### src/rtl/tff_count_ctrl.sv
// Sequencer for the DE2 3-bit T-flip-flop counter: debounces the step/load keys,
// computes the toggle mask that moves q_fb to its next value and emits it for one cycle.
module tff_count_ctrl #(
   parameter int DEB_CYCLES = 16,
   parameter int AUTO_DIV   = 8
) (
   input  logic       CLOCK_50,
   input  logic       reset,
   input  logic       step_key_n,
   input  logic       load_key_n,
   input  logic [1:0] mode,
   input  logic [2:0] load_val,
   input  logic [2:0] q_fb,
   output logic [2:0] t_out,
   output logic       wrap,
   output logic       busy,
   output logic [1:0] dbg_state
);

   localparam int DW = $clog2(DEB_CYCLES + 1);
   localparam int PW = $clog2(AUTO_DIV);

   typedef enum logic [1:0] {S_IDLE = 2'd0, S_FIRE = 2'd1, S_SETTLE = 2'd2} state_t;

   // Index 0 is the step key, index 1 the load key.
   logic [1:0]    key_raw;
   logic [1:0]    sync1_q, sync2_q, level_q, armed_q, press_q;
   logic [DW-1:0] deb_cnt_q [2];
   logic [PW-1:0] presc_q;
   logic          auto_tick;
   state_t        state_q;
   logic [2:0]    t_out_q;
   logic          wrap_q, busy_q;

   assign key_raw = {load_key_n, step_key_n};

   // Synchronisers restart at "pressed" so a key held through reset must be released
   // (arming it) before any press can be reported.
   always_ff @(posedge CLOCK_50) begin
      if (reset) begin
         sync1_q <= '0;
         sync2_q <= '0;
         level_q <= '1;
         armed_q <= '0;
         press_q <= '0;
         for (int i = 0; i < 2; i++) deb_cnt_q[i] <= '0;
      end else begin
         sync1_q <= key_raw;
         sync2_q <= sync1_q;
         for (int i = 0; i < 2; i++) begin
            press_q[i] <= 1'b0;
            if (sync2_q[i]) armed_q[i] <= 1'b1;
            if (sync2_q[i] == level_q[i]) begin
               deb_cnt_q[i] <= '0;
            end else if (deb_cnt_q[i] == DW'(DEB_CYCLES - 1)) begin
               deb_cnt_q[i] <= '0;
               level_q[i]   <= sync2_q[i];
               press_q[i]   <= level_q[i] & armed_q[i];
            end else begin
               deb_cnt_q[i] <= deb_cnt_q[i] + DW'(1);
            end
         end
      end
   end

   always_ff @(posedge CLOCK_50) begin
      if (reset || mode != 2'b11)             presc_q <= '0;
      else if (presc_q == PW'(AUTO_DIV - 1)) presc_q <= '0;
      else                                   presc_q <= presc_q + PW'(1);
   end

   assign auto_tick = (mode == 2'b11) && (presc_q == PW'(AUTO_DIV - 1));

   // Gray successor: decode to binary, increment, re-encode.
   function automatic logic [2:0] next_val(input logic [1:0] m, input logic [2:0] q);
      logic [2:0] b, nb;
      b  = {q[2], q[2] ^ q[1], q[2] ^ q[1] ^ q[0]};
      nb = b + 3'd1;
      case (m)
         2'b01:   next_val = q - 3'd1;
         2'b10:   next_val = nb ^ (nb >> 1);
         default: next_val = q + 3'd1;
      endcase
   endfunction

   function automatic logic wraps(input logic [1:0] m, input logic [2:0] q);
      case (m)
         2'b01:   wraps = (q == 3'b000);
         2'b10:   wraps = (q == 3'b100);
         default: wraps = (q == 3'b111);
      endcase
   endfunction

   always_ff @(posedge CLOCK_50) begin
      if (reset) begin
         state_q <= S_IDLE;
         t_out_q <= '0;
         wrap_q  <= 1'b0;
         busy_q  <= 1'b0;
      end else begin
         case (state_q)
            S_IDLE: begin
               if (press_q[1]) begin
                  state_q <= S_FIRE;
                  t_out_q <= q_fb ^ load_val;
                  wrap_q  <= 1'b0;
                  busy_q  <= 1'b1;
               end else if ((press_q[0] && mode != 2'b11) || auto_tick) begin
                  state_q <= S_FIRE;
                  t_out_q <= q_fb ^ next_val(mode, q_fb);
                  wrap_q  <= wraps(mode, q_fb);
                  busy_q  <= 1'b1;
               end
            end
            S_FIRE: begin
               state_q <= S_SETTLE;
               t_out_q <= '0;
               wrap_q  <= 1'b0;
               busy_q  <= 1'b1;
            end
            S_SETTLE: begin
               state_q <= S_IDLE;
               busy_q  <= 1'b0;
            end
            default: begin
               state_q <= S_IDLE;
               t_out_q <= '0;
               wrap_q  <= 1'b0;
               busy_q  <= 1'b0;
            end
         endcase
      end
   end

   assign t_out     = t_out_q;
   assign wrap      = wrap_q;
   assign busy      = busy_q;
   assign dbg_state = state_q;

endmodule

### config.mk
export PLATFORM = sky130hd
export DESIGN_NAME = tff_count_ctrl
export DESIGN_NICKNAME = d
export VERILOG_FILES = /design/src/rtl/tff_count_ctrl.sv
export SDC_FILE = /design/constraint.sdc
export NUM_CORES = 1
export LEC_CHECK = 0
export ABC_AREA = 0
export BUFFER_PORTS_ARGS = -buffer_cell sky130_fd_sc_hd__buf_4
export CORE_ASPECT_RATIO = 0.9
export CORE_MARGIN = 4
export CORE_UTILIZATION = 60
export CTS_CLUSTER_DIAMETER = 60
export CTS_CLUSTER_SIZE = 14
export DETAILED_ROUTE_END_ITERATION = 8
export GPL_ROUTABILITY_DRIVEN = 0
export HOLD_SLACK_MARGIN = 0.06
export PLACE_DENSITY = 0.83
export SYNTH_ARGS = -nofsm -noshare
export SYNTH_HDL_FRONTEND = slang
export SYNTH_SLANG_ARGS = --single-unit
### constraint.sdc
create_clock -name CLOCK_50 -period 3.36 [get_ports CLOCK_50]
set_input_delay 0.672 -clock CLOCK_50 [delete_from_list [all_inputs] [get_ports CLOCK_50]]
set_output_delay 0.672 -clock CLOCK_50 [all_outputs]
set_load 0.01 [all_outputs]
## Word-level counts from Yosys, hierarchy flattened

Memory sizes are Yosys's and may differ from the RTL's.
Cells that the tools add are included.

| word-level totals | value |
|---|---|
| RAM bits | 10 |
| bits in latches | 0 |
| register bits | 20 |
| bits of input ports | 12 |
| memories | 1 |
| memory bits (read-only) | 0 |
| output and inout bits | 7 |
| logic and storage cells | 112 |

| operators by class | value |
|---|---|
| magnitude comparators | 0 |
| reduce and logical (&&, ||, !) cells | 12 |
| div/mod/pow operators | 0 |
| muxes and demuxes | 48 |
| bitwise gates (word level) | 18 |
| equality and inequality tests | 14 |
| shift-type cells | 0 |
| add/sub/neg operators | 6 |
| $mul | 0 |

Memory list:

| name | depth | width | rd ports | clocked after memory_dff | wr ports | line | source |
|---|---|---|---|---|---|---|---|
| deb_cnt_q | 2 | 5 | 2 | 0 | 2 | 28 | `logic [DW-1:0] deb_cnt_q [2];` |

Operator list:

| cell | count |
|---|---|
| $mux 5 | 6 |
| $mux 1 | 28 |
| $mux 3 | 6 |
| $pmux 3 s2 | 2 |
| $add 5x1->5 const B | 2 |
| $eq 5x4->1 const B | 2 |
| $add 3x1->3 const B | 3 |
| $eq 3x3->1 const B | 3 |
| $eq 2x2->1 const B | 3 |
| $or 1x1->1 | 6 |
| $pmux 1 s2 | 3 |
| $reduce_and 2->1 | 3 |
| $reduce_or 3->1 | 2 |
| $xor 3x3->3 | 2 |
| $not 1->1 | 5 |
| $eq 2x1->1 const B | 2 |
| $mux 2 | 2 |
| $pmux 2 s2 | 1 |
| $logic_not 3->1 | 1 |
| $ne 3x3->1 const B | 1 |
| $sub 3x1->3 const B | 1 |
| $xor 3x2->3 | 1 |
| $and 1x1->1 | 2 |
| $eq 1x1->1 | 2 |
| 6 further kinds | 9 |

## Logic depth before layout (Yosys ltp)

Gate-level depths: netlist of the first run.

| logic depth | value |
|---|---|
| depth in word-level cells | 13 |
| mapped depth | 7 |
| mapped depth without buffers | 7 |

## Worst setup path after synthesis of the first run

Ideal clock, no wire load.

| path | value |
|---|---|
| kind | input to register |
| start point | input mode[0] |
| end point | register t_out_q[2], in the netlist t_out[2] |
| arrival time | 1.949 ns |
| required time | 3.243 ns |
| path slack | 1.295 ns |
| stages | 7 |
| setup time | 0.117 ns |
| buffers on the path | 0 |
| path through | nor2b_1 -> fa_1 -> xor3_1 -> o31ai_2 -> a41oi_1 -> xor2_1 -> a22o_1 |

| between the ends | value |
|---|---|
| longest elaborated chain between the ends | 10 |
| elaborated cells on any way between the ends | 18 |
| classes of those cells | 5 x eq/ne; 8 x mux; 1 x bitwise; 4 x reduce/logical |

Ends and longest elaborated chain:

| what | line | source |
|---|---|---|
| start: declaration | 11 | `input logic [1:0] mode,` |
| $eq 2x2->1 or $eq 2x1->1 (tied branches) | 79 | `case (m)` |
| $pmux 3 s2 | 79 |  |
| $mux 3 | 108 | `end else if ((press_q[0] && mode != 2'b11) \|\| auto_tick) begin` |
| $mux 3 | 103 | `if (press_q[1]) begin` |
| $mux 3 | 101 | `case (state_q)` |
| $mux 3 | 95 | `if (reset) begin` |
| $xor 3x3->3 | 110 | `t_out_q <= q_fb ^ next_val(mode, q_fb);` |
| $mux 3 | 108 |  |
| $mux 3 | 103 |  |
| $pmux 3 s2 | 101 |  |
| end signal: assignment | 105 | `t_out_q <= q_fb ^ load_val;` |
| end signal: assignment | 110 |  |
| end: declaration | 32 | `logic [2:0] t_out_q;` |

Parallel ways exist; a longest one is shown, timed or not. The select of a mux whose other input is x is not followed.
A chain may end at the register's enable or synchronous reset.

## Final worst setup path of the first run

Ends and elaborated chain as after synthesis.

==> metrics.log, run 1 <==
[metrics] result of the run: finished, final reports clean
[metrics] cell taking the most area after synthesis: dfxtp_1
[metrics] count of standard-cell rows: 16
[metrics] clock root buffer: clkbuf_4
[metrics] Switching Power: 0.168 mW
[metrics] placement-stage worst setup slack: 1070 ps
[metrics] DRT Pass-1 Iters: 4
[metrics] pin count of the biggest net entering global routing: 20
[metrics] launching element type of the critical path: input port
[metrics] first-pass GRT wire length: 4.41 mm
[metrics] number of instances in the synthesized netlist: 132
[metrics] non-filler cells, final: 189
[metrics] proportion of power drawn by the clock network: 29.3%
[metrics] instance area after placement: 1570 um^2
[metrics] post-layout net count: 180
[metrics] achievable frequency: 516 MHz
[metrics] n_diodes: 0
[metrics] Yosys top cell area share: 28.6%
[metrics] worst setup slack after layout: 1420 ps
[metrics] maximum clock skew at final layout: 8.40 ps
[metrics] Overall Global Routing Usage: 19.8%
[metrics] TritonCTS clock tree: built
[metrics] antenna viol nets, final: 0
[metrics] clock slew at the register clock pins of the worst setup and hold paths: 90 ps
[metrics] die area: 3170 um^2
[metrics] largest voltage drop on the vdd net: 0.346 mV
[metrics] post-detailed-placement half-perimeter wirelength: 1.87 mm
[metrics] fraction of the yosys area taken by sequential cells: 50.1%
[metrics] H-tree depth: 2
[metrics] clock net sink count: 30
[metrics] count of endpoints failing hold in the final timing report: 0
[metrics] top cells by area, synth: dfxtp_1, edfxtp_1, nor2_1, ha_1, xnor2_1
[metrics] total negative setup slack: 0 ps
[metrics] number of buffers added by the clock tree synthesis step: 5
[metrics] overall die width: 58.9 um
[metrics] Worst Hold Class: register to register
[metrics] Setup-failing EPs final: 0
[metrics] clock insertion delay at the later pin of the skew report: 330 ps
[metrics] count of placed standard cells including taps: 181
[metrics] Setup Fix Bufs, Post-CTS: 0
[metrics] Leakage: 0.703 nW
[metrics] share of total power consumed by net switching: 24.8%
[metrics] ratio of total power to cell area: 417 nW/um^2
[metrics] critical-path maximum fanout: 6
[metrics] synth unique cells: 40
[metrics] total wire length: 2.45 mm
[metrics] type of element capturing the critical path: register
[metrics] initial antenna violation count: 0
[metrics] die height: 53.8 um
[metrics] vias in the first global route: 1010
[metrics] mean number of vias per cell: 5.38
[metrics] Port Buf Inserts: 18
[metrics] fraction of layout instances using a drive strength above 1: 17.3%
[metrics] drt initial violations: 34
[metrics] post-layout instance area: 1620 um^2
[metrics] remaining global-route overflow: 0
[metrics] total of hold buffers inserted after clock tree synthesis: 0
[metrics] core region area: 2200 um^2
[metrics] sequential share of power: 59.0%
[metrics] final-report max-slew violation count: 0
[metrics] combinational fraction of design power: 11.7%
[metrics] worst endpoint data arrival time: 2170 ps
[metrics] flop and latch count out of synthesis: 30
[metrics] setup repair after global routing missed its margin: no
[metrics] ports placed on the boundary: 19
[metrics] DRC Markers: 0
[metrics] number of warnings issued by yosys: 0
[metrics] total vias in the final route: 1017
[metrics] kind of critical path: input port to register
[metrics] Longest Clk Path Bufs: 2
[metrics] internal power summed over all cells: 0.508 mW
[metrics] total chip power: 0.676 mW
[metrics] average cell area after synthesis: 10.6 um^2
[metrics] Period Utilization, post-route: 57.7%
[metrics] Synth Cell Area: 1400 um^2
[metrics] starting density of the core: 63.5%
[metrics] Resized Gates After CTS: 0
[metrics] worst endpoint required time: 3590 ps
[metrics] Synth-to-Final Area Change: 16.1%
[metrics] number of max-capacitance violations reported: 0
[metrics] Final Critical Period: 1940 ps
[metrics] average routed wire per standard cell: 12.9 um
==> cells in the mapped netlist <==
cell and n:
nor2_1 22, dfxtp_1 20, edfxtp_1 10, nor2b_1 7, ha_1 6, inv_1 6
xnor2_1 6, xor2_1 5, a22o_1 4, a211o_1 3, clkbuf_1 3, nand2_1 3
a21oi_1 2, and2_1 2, and3_1 2, nand2b_1 2, nand3_1 2, nand3b_1 2
nor3_1 2, nor3b_1 2, or3_1 2, a211oi_1 1, a2bb2oi_1 1, a31oi_1 1
a32o_1 1, a41oi_1 1, buf_6 1, clkbuf_2 1, conb_1 1, fa_1 1
mux2_2 1, nand4b_1 1, nor2_2 1, nor4_1 1, nor4_2 1, o21a_1 1
o21ai_0 1, o31ai_2 1, or4_1 1, xor3_1 1
==> critical path, cell delays in order <==
cell and delay (ps):
buf_4 130, nor2b_1 160, fa_1 400, xor3_1 210, o31ai_2 170, a41oi_1 70
xor2_1 160, a22o_1 190
==> layout by cell type (no fill, tap or decap), drive strengths merged <==
cell type | netlist | layout
inv | 6 | 6
edfxtp | 10 | 10
nand3 | 2 | 2
xnor2 | 6 | 6
mux2 | 1 | 1
o31ai | 1 | 1
a211oi | 1 | 1
a211o | 3 | 3
buf | 1 | 18
conb | 1 | 10
and3 | 2 | 2
clkbuf | 4 | 6
a32o | 1 | 1
nor3 | 2 | 2
xor2 | 5 | 5
or3 | 2 | 2
nand2 | 3 | 3
a22o | 4 | 4
nand2b | 2 | 2
dfxtp | 20 | 20
and2 | 2 | 2
o21ai | 1 | 1
nor4 | 2 | 2
xor3 | 1 | 1
nor2b | 7 | 7
nor2 | 23 | 23
nand3b | 2 | 2
ha | 6 | 6
nand4b | 1 | 1
clkinv | 0 | 2
a2bb2oi | 1 | 1
or4 | 1 | 1
fa | 1 | 1
nor3b | 2 | 2
o21a | 1 | 1
a21oi | 2 | 2
a41oi | 1 | 1
a31oi | 1 | 1
==> cell type report <==
type | count | area, um^2
sequential | 30 | 701
multi-input combinational | 100 | 681
fill | 166 | 579
timing repair buffer | 18 | 135
clock buffer | 6 | 41.3
tap | 27 | 33.8
inverter | 6 | 22.5
clock inverter | 2 | 8.76
==> routing by layer <==
layer	up-vias	GRT usage, %	share of wire [%]
li1	508	-	-
met1	483	21.6	43
met2	17	32.2	50
met3	9	8.63	4.0
met4	0	11.7	2.7
met5	-	0	0
==> metrics by stage <==
step	utilization [%]	hold slack, ps
2_1_floorplan	-	407
3_3_place_gp	71.4	419
3_5_place_dp	71.4	423
4_1_cts	73.7	445
5_1_grt	73.7	456
6_report	73.7	442
==> flip-flops by register name (all words and copies together), names as in the netlist <==
signal     flops
press_q        2
level_q        2
sync1_q        2
sync2_q        2
wrap           1
dbg_state      2
busy           1
armed_q        2
deb_cnt_q     10
t_out          3
presc_q        3
==> path summary, 6_finish.rpt <==
kind / slack (ps) / cells after the start / from / to
setup / recovery: 1420 / 8 / mode[0] / t_out[2]
setup reg to reg: 1530 / 5 / deb_cnt_q[0][0] / deb_cnt_q[0][4]
hold / removal: 440 / 1 / sync1_q[0] / sync2_q[0]
hold reg to reg: 440 / 1 / sync1_q[0] / sync2_q[0]
==> logic make-up (layout without fill, tap and decap cells) <==
logic type | count (synthesis) | in the layout | synth area share, %
DFF | 30 | 30 | 50.1
AOI/OAI and AO/OA | 17 | 17 | 9.85
other | 1 | 10 | 0.268
and+or+nand+nor | 53 | 53 | 20.0
buffers and inverters | 11 | 32 | 3.58
adders and majority gates | 7 | 7 | 6.80
xor gates and xnor gates | 12 | 12 | 8.59
muxes | 1 | 1 | 0.806
==> power by group through the flow <==
stage | registers, mW | logic, mW | clock network [mW]
final | 0.399 | 0.0790 | 0.198
after global routing | 0.401 | 0.0903 | 0.225
after CTS | 0.399 | 0.0794 | 0.205
after detailed placement | 0.407 | 0.0789 | 0
after global placement | 0.406 | 0.0744 | 0
after floorplan | 0.405 | 0.0587 | 0
Note: power is estimated with default switching activity, not from simulation.
==> run 2: changes to the inputs <==
- CORE_UTILIZATION: 60 -> 55
- PLACE_DENSITY: 0.83 -> 0.77
- clock period: 3.36 -> 1.8 ns (I/O delays scaled with it)
==> run 2 against run 1 <==
  * Register-to-register slack got worse by 1400 ps
  * Die area increased by 7.8%
  * Cell count is 5.3% higher
  * Largest power group unchanged
==> metrics.log, run 2 (synthesized netlist as in run 1, its figures left out) <==
[metrics] pin count of the biggest net entering global routing: 20 (unchanged)
[metrics] M1 wire length: 1.04 mm (-0.96%)
[metrics] Largest register FFs: 10 (unchanged)
[metrics] maximum clock skew at final layout: 4.81 ps (-3.58 ps)
[metrics] Filler Cell Count: 208 (+25%)
[metrics] Hold Crit Start: step_key_n
[metrics] critical-path maximum fanout: 5 (-1)
[metrics] sequential share of power: 58.6% (-0.4 points)
[metrics] Crit path max-delay family: simple AND/OR/NAND/NOR gates
[metrics] Setup-failing EPs final: 0 (unchanged)
[metrics] Leakage: 0.741 nW (+5.4%)
[metrics] ratio of total power to cell area: 746 nW/um^2 (+79%)
[metrics] Longest Clk Path Bufs: 2 (unchanged)
[metrics] result of the run: finished, final reports clean
[metrics] achievable frequency: 586 MHz
[metrics] register ranked first by flip-flop count: deb_cnt_q
[metrics] met3 wire length: 95 um (-4.0%)
[metrics] Period Utilization, post-route: 94.8%
[metrics] total of hold buffers inserted after clock tree synthesis: 0 (unchanged)
[metrics] number of cells on the worst reg-to-reg path: 5 (unchanged)
[metrics] most frequent standard cell in the layout excluding fill and tap cells: buf_4
[metrics] TritonCTS clock tree: built
[metrics] start of the worst register-to-register path: deb_cnt_q[0][0]
[metrics] first-pass GRT wire length: 4.29 mm (-2.7%)
[metrics] Port Buf Inserts: 18 (unchanged)
[metrics] final-report max-slew violation count: 0 (unchanged)
[metrics] post-detailed-placement half-perimeter wirelength: 2.03 mm (+8.6%)
[metrics] total wire length: 2.60 mm (+6.0%)
[metrics] Synth-to-Final Area Change: 22.0%
[metrics] combinational fraction of design power: 13.2% (+1.5 points)
[metrics] proportion of power drawn by the clock network: 28.2% (-1.1 points)
[metrics] ports placed on the boundary: 19 (unchanged)
[metrics] H-tree depth: 2 (unchanged)
[metrics] type of element capturing the critical path: register
[metrics] vias in the first global route: 1049 (+3.9%)
[metrics] Worst Hold Class: input port to register
[metrics] starting density of the core: 57.1% (-6.3 points)
[metrics] launching element type of the critical path: register
[metrics] clock insertion delay at the later pin of the skew report: 320 ps (about the same)
[metrics] worst-case register-to-register setup slack: 90 ps (-1440 ps)
[metrics] kind of critical path: register to register
[metrics] mean number of vias per cell: 5.20 (-3.4%)
[metrics] worst path cell trace: ha_2 -> and3_1 -> ha_1 -> or3_4 -> nor2_1
[metrics] remaining global-route overflow: 0 (unchanged)
[metrics] count of standard-cell rows: 17 (+1)
[metrics] DRT Pass-1 Iters: 4 (unchanged)
[metrics] uppermost layer routed: met4
[metrics] n_diodes: 0 (unchanged)
[metrics] largest voltage drop on the vdd net: 0.599 mV (+73%)
[metrics] commonest cells after routing, fill and taps aside: buf_4, nor2_1, dfxtp_1, edfxtp_1, conb_1
[metrics] internal power summed over all cells: 0.973 mW (+91%)
[metrics] worst endpoint data arrival time: 1890 ps (-280 ps)
[metrics] setup repair after global routing missed its margin: no
[metrics] die area: 3410 um^2 (+7.8%)
[metrics] worst setup slack after layout: 93.1 ps (-1330 ps)
[metrics] number of buffers added by the clock tree synthesis step: 5 (unchanged)
[metrics] share of total power consumed by net switching: 23.5% (-1.3 points)
[metrics] average routed wire per standard cell: 13.0 um (+0.72%)
[metrics] Final Critical Period: 1710 ps
[metrics] crit-path max cell delay: 430 ps (+30 ps)
[metrics] antenna viol nets, final: 0 (unchanged)
[metrics] total vias in the final route: 1034 (+1.7%)
[metrics] buffer and inverter count on the worst path: 0 (-1)
[metrics] clock slew at the register clock pins of the worst setup and hold paths: 80 ps (about the same)
[metrics] overall die width: 61.1 um (+3.8%)
[metrics] hold path depth: 2 (+1)
[metrics] post-layout net count: 189 (+5.0%)
[metrics] initial antenna violation count: 0 (unchanged)
[metrics] Overall Global Routing Usage: 17.5% (-2.3 points)
[metrics] DRC Markers: 0 (unchanged)
[metrics] worst endpoint required time: 1980 ps (-1610 ps)
[metrics] number of max-capacitance violations reported: 0 (unchanged)
[metrics] Reg-to-Reg End: deb_cnt_q[0][2]
[metrics] fraction of layout instances using a drive strength above 1: 23.4% (+6.1 points)
[metrics] clock root buffer: clkbuf_4
[metrics] placement-stage worst setup slack: -179 ps (-1250 ps)
[metrics] count of endpoints failing hold in the final timing report: 0 (unchanged)
[metrics] hold path endpoint: sync1_q[0]
[metrics] drt initial violations: 9 (-74%)
[metrics] die height: 55.8 um (+3.8%)
[metrics] core region area: 2450 um^2 (+11%)
[metrics] Switching Power: 0.299 mW (+78%)
[metrics] total chip power: 1.27 mW (+88%)
[metrics] cell at the slowest stage of the critical path: or3_4
[metrics] clock net sink count: 30 (unchanged)
[metrics] amount of wire on met2 after detailed routing: 1.41 mm (+14%)
==> run 2: changes by cell type in the layout (fill, tap and decap cells not counted), sizes merged <==
cell / delta
clkinv: -2
buf: +9
clkbuf: +2
==> run 2: worst max-delay path by stage <==
stage	depth (start not counted)	startpoint	slack [ps]	end
after global routing	5	deb_cnt_q[0][0]	5	deb_cnt_q[0][2]
final	5	deb_cnt_q[0][0]	90	deb_cnt_q[0][2]
after floorplan	7	mode[0]	50	t_out[2]
after global placement	8	mode[0]	-90	t_out[2]
after CTS	5	deb_cnt_q[1][0]	40	deb_cnt_q[1][2]
after detailed placement	8	mode[0]	-180	t_out[2]
==> run 2: metal layers <==
metal  global-route usage (%)  vias to the layer above
met3                     7.19                        9
li1                         -                      526
met2                     31.3                       13
met5                        0                        -
met1                     17.0                      486
met4                     7.12                        0
==> run 2: per-stage QoR <==
stage / utilization, % / setup TNS (ps) / instance area, um^2 / hold WS (ps) / cells
2_1_floorplan: - / 0 / 1430 / 407 / 141
3_3_place_gp: 66.5 / -94.2 / 1630 / 417 / 189
3_5_place_dp: 66.5 / -195 / 1630 / 428 / 189
4_1_cts: 68.7 / 0 / 1680 / 240 / 197
5_1_grt: 69.7 / 0 / 1710 / 236 / 199
6_report: 69.7 / 0 / 1710 / 250 / 199
==> run 2: area by class of cell <==
type	instances	area, um^2	area share (%)
well taps	28	35.0	2.05
flip-flops and latches	30	701	41.1
inverters	6	22.5	1.32
clock buffers	8	48.8	2.86
multi-input cells	100	696	40.8
repair buffers	27	203	11.9
==> run 2: power by group through the flow <==
stage               clock network [mW]  logic (mW)  registers [mW]
floorplan                            0       0.110           0.756
CTS                              0.371       0.162           0.746
global route                     0.408       0.190           0.750
global placement                     0       0.149           0.759
detailed placement                   0       0.160           0.761
finish                           0.359       0.168           0.746
==> run 2: what timing repair did <==
| action | CTS | global route |
|---|---|---|
| setup endpoints to repair | 1 | 8 |
| setup buffers | 0 | 2 |
| gates cloned | 0 | 0 |
| resized for setup | 1 | 3 |
| hold endpoints to repair | 0 | 0 |
==> run 3: changes to the inputs <==
- RECOVER_POWER: default -> 50
- SLEW_MARGIN: default -> 25
==> run 3 against run 2 <==
  * Sequential share of layout area up 0.74 points
  * Core utilization down 1.2 points
  * Largest power group unchanged
  * Non-clock buffer count unchanged
  * Hold slack worse by 2.7 ps
  * Flip-flop and latch count unchanged
  * Register-to-register slack about the same
  * First-iteration DRC count up 56%
  * Clock skew up 2.0 ps
  * Sequential power about the same
  * Fmax about the same
  * Wire length up 0.62%
  * Combinational power about the same
==> metrics.log, run 3 (synthesized netlist as in run 1, its figures left out) <==
[metrics] setup repair after global routing missed its margin: no
[metrics] number of max-capacitance violations reported: 0 (unchanged)
[metrics] start of the worst register-to-register path: deb_cnt_q[0][0]
[metrics] first-pass GRT wire length: 4.29 mm (unchanged)
[metrics] Port Buf Inserts: 18 (unchanged)
[metrics] proportion of power drawn by the clock network: 28.3% (about the same)
[metrics] post-detailed-placement half-perimeter wirelength: 2.03 mm (unchanged)
[metrics] maximum clock skew at final layout: 6.83 ps (+2.02 ps)
[metrics] register ranked first by flip-flop count: deb_cnt_q
[metrics] kind of critical path: register to register
[metrics] ports placed on the boundary: 19 (unchanged)
[metrics] Worst Hold Class: input port to register
[metrics] clock net sink count: 30 (unchanged)
[metrics] clock slew at the register clock pins of the worst setup and hold paths: 90 ps (about the same)
[metrics] Synth-to-Final Area Change: 19.9%
[metrics] critical-path maximum fanout: 5 (unchanged)
[metrics] total wire length: 2.61 mm (+0.62%)
[metrics] remaining global-route overflow: 0 (unchanged)
[metrics] DRC Markers: 0 (unchanged)
[metrics] drt initial violations: 14 (+5)
[metrics] TritonCTS clock tree: built
[metrics] mean number of vias per cell: 5.23 (+0.58%)
[metrics] type of element capturing the critical path: register
[metrics] ratio of total power to cell area: 760 nW/um^2 (+1.8%)
[metrics] count of standard-cell rows: 17 (unchanged)
[metrics] clock insertion delay at the later pin of the skew report: 320 ps (about the same)
[metrics] commonest cells after routing, fill and taps aside: nor2_1, dfxtp_1, buf_4, clkbuf_1
[metrics] achievable frequency: 586 MHz (about the same)
[metrics] worst-case register-to-register setup slack: 90 ps (about the same)
[metrics] transition time at the pin with the least slew margin: 834 ps
[metrics] Switching Power: 0.300 mW (+0.41%)
[metrics] die area: 3410 um^2 (unchanged)
[metrics] antenna viol nets, final: 0 (unchanged)
[metrics] Leakage: 0.705 nW (-4.8%)
[metrics] placement-stage worst setup slack: -179 ps (unchanged)
[metrics] n_diodes: 0 (unchanged)
[metrics] multi-input gate area in the final layout: 696 um^2 (unchanged)
[metrics] initial antenna violation count: 0 (unchanged)
[metrics] vias in the first global route: 1049 (unchanged)
[metrics] Longest Clk Path Bufs: 2 (unchanged)
[metrics] Setup-failing EPs final: 0 (unchanged)
[metrics] die height: 55.8 um (unchanged)
[metrics] starting density of the core: 57.1% (unchanged)
[metrics] Hold Crit Start: step_key_n
[metrics] worst endpoint required time: 1980 ps (about the same)
[metrics] DRT Pass-1 Iters: 4 (unchanged)
[metrics] core region area: 2450 um^2 (unchanged)
[metrics] largest voltage drop on the vdd net: 0.600 mV (about the same)
[metrics] Final Critical Period: 1710 ps (-0.475 ps)
[metrics] CP startpoint: deb_cnt_q[0][0]
[metrics] worst endpoint data arrival time: 1890 ps (about the same)
[metrics] Period Utilization, post-route: 94.8% (about the same)
[metrics] average routed wire per standard cell: 13.1 um (+0.62%)
[metrics] final-report max-slew violation count: 0 (unchanged)
[metrics] total vias in the final route: 1040 (+0.58%)
[metrics] Largest register FFs: 10 (unchanged)
[metrics] most frequent standard cell in the layout excluding fill and tap cells: nor2_1
[metrics] overall die width: 61.1 um (unchanged)
[metrics] result of the run: finished, final reports clean
[metrics] count of endpoints failing hold in the final timing report: 0 (unchanged)
[metrics] post-layout net count: 189 (unchanged)
[metrics] H-tree depth: 2 (unchanged)
[metrics] number of buffers added by the clock tree synthesis step: 5 (unchanged)
[metrics] sequential share of power: 58.6% (about the same)
[metrics] fraction of layout instances using a drive strength above 1: 18.7% (-4.7 points)
[metrics] total chip power: 1.27 mW (about the same)
[metrics] internal power summed over all cells: 0.972 mW (-0.12%)
[metrics] launching element type of the critical path: register
[metrics] worst slew margin relative to its limit: 44.4%
[metrics] combinational fraction of design power: 13.1% (about the same)
[metrics] pin count of the biggest net entering global routing: 20 (unchanged)
[metrics] Filler Cell Count: 216 (+3.8%)
[metrics] share of total power consumed by net switching: 23.6% (+0.095 points)
[metrics] clock root buffer: clkbuf_4
[metrics] Storage cell area: 701 um^2 (unchanged)
[metrics] Overall Global Routing Usage: 17.5% (unchanged)
[metrics] worst setup slack after layout: 93.6 ps (+0.475 ps)
## run 3: repair_timing
action	CTS	global route
buffers inserted	0	2
endpoints found under the setup margin	1	8
gates resized for setup	1	3
gates cloned	0	0
hold buffers	0	0
## run 3: power by group through the flow
stage	sequential, mW	clock, mW	combinational (mW)
after global routing	0.750	0.408	0.189
after floorplan	0.756	0	0.110
after global placement	0.759	0	0.149
final	0.746	0.360	0.167
after CTS	0.746	0.371	0.162
after detailed placement	0.761	0	0.160
## run 3: worst max-delay path, stage by stage (launching register included)
cell,delay (ps)
edfxtp_1,420
ha_2,220
and3_1,180
ha_1,190
or3_4,420
nor2_1,130
## run 3: stage by stage
stage / cell area [um^2] / hold WS, ps / setup TNS (ps) / instances / util [%]
after floorplan: 1430 / 407 / 0 / 141 / -
after global placement: 1630 / 417 / -94.2 / 189 / 66.5
after detailed placement: 1630 / 428 / -195 / 189 / 66.5
after CTS: 1680 / 240 / 0 / 197 / 68.7
after global routing: 1680 / 236 / 0 / 199 / 68.5
final: 1680 / 247 / 0 / 199 / 68.5
## run 3: final timing paths
check,cells after the start,end
max,5,deb_cnt_q[0][2]
min,2,sync1_q[0]
max reg2reg,5,deb_cnt_q[0][2]
min reg2reg,1,presc_q[0]
## run 3: final cells by class
cell class	instances	share of cell area, %
Clock buffer	8	2.91
Sequential cell	30	41.8
Tap cell	28	2.09
Inverter	6	1.34
Timing Repair Buffer	27	10.3
Multi-Input combinational cell	100	41.5
## run 3: per-layer routing
layer	GRT usage (%)	wire (um)	vias up
li1	-	-	525
met1	17.0	1050	493
met2	31.3	1400	13
met3	7.19	102	9
met4	7.12	57	0
met5	0	0	-
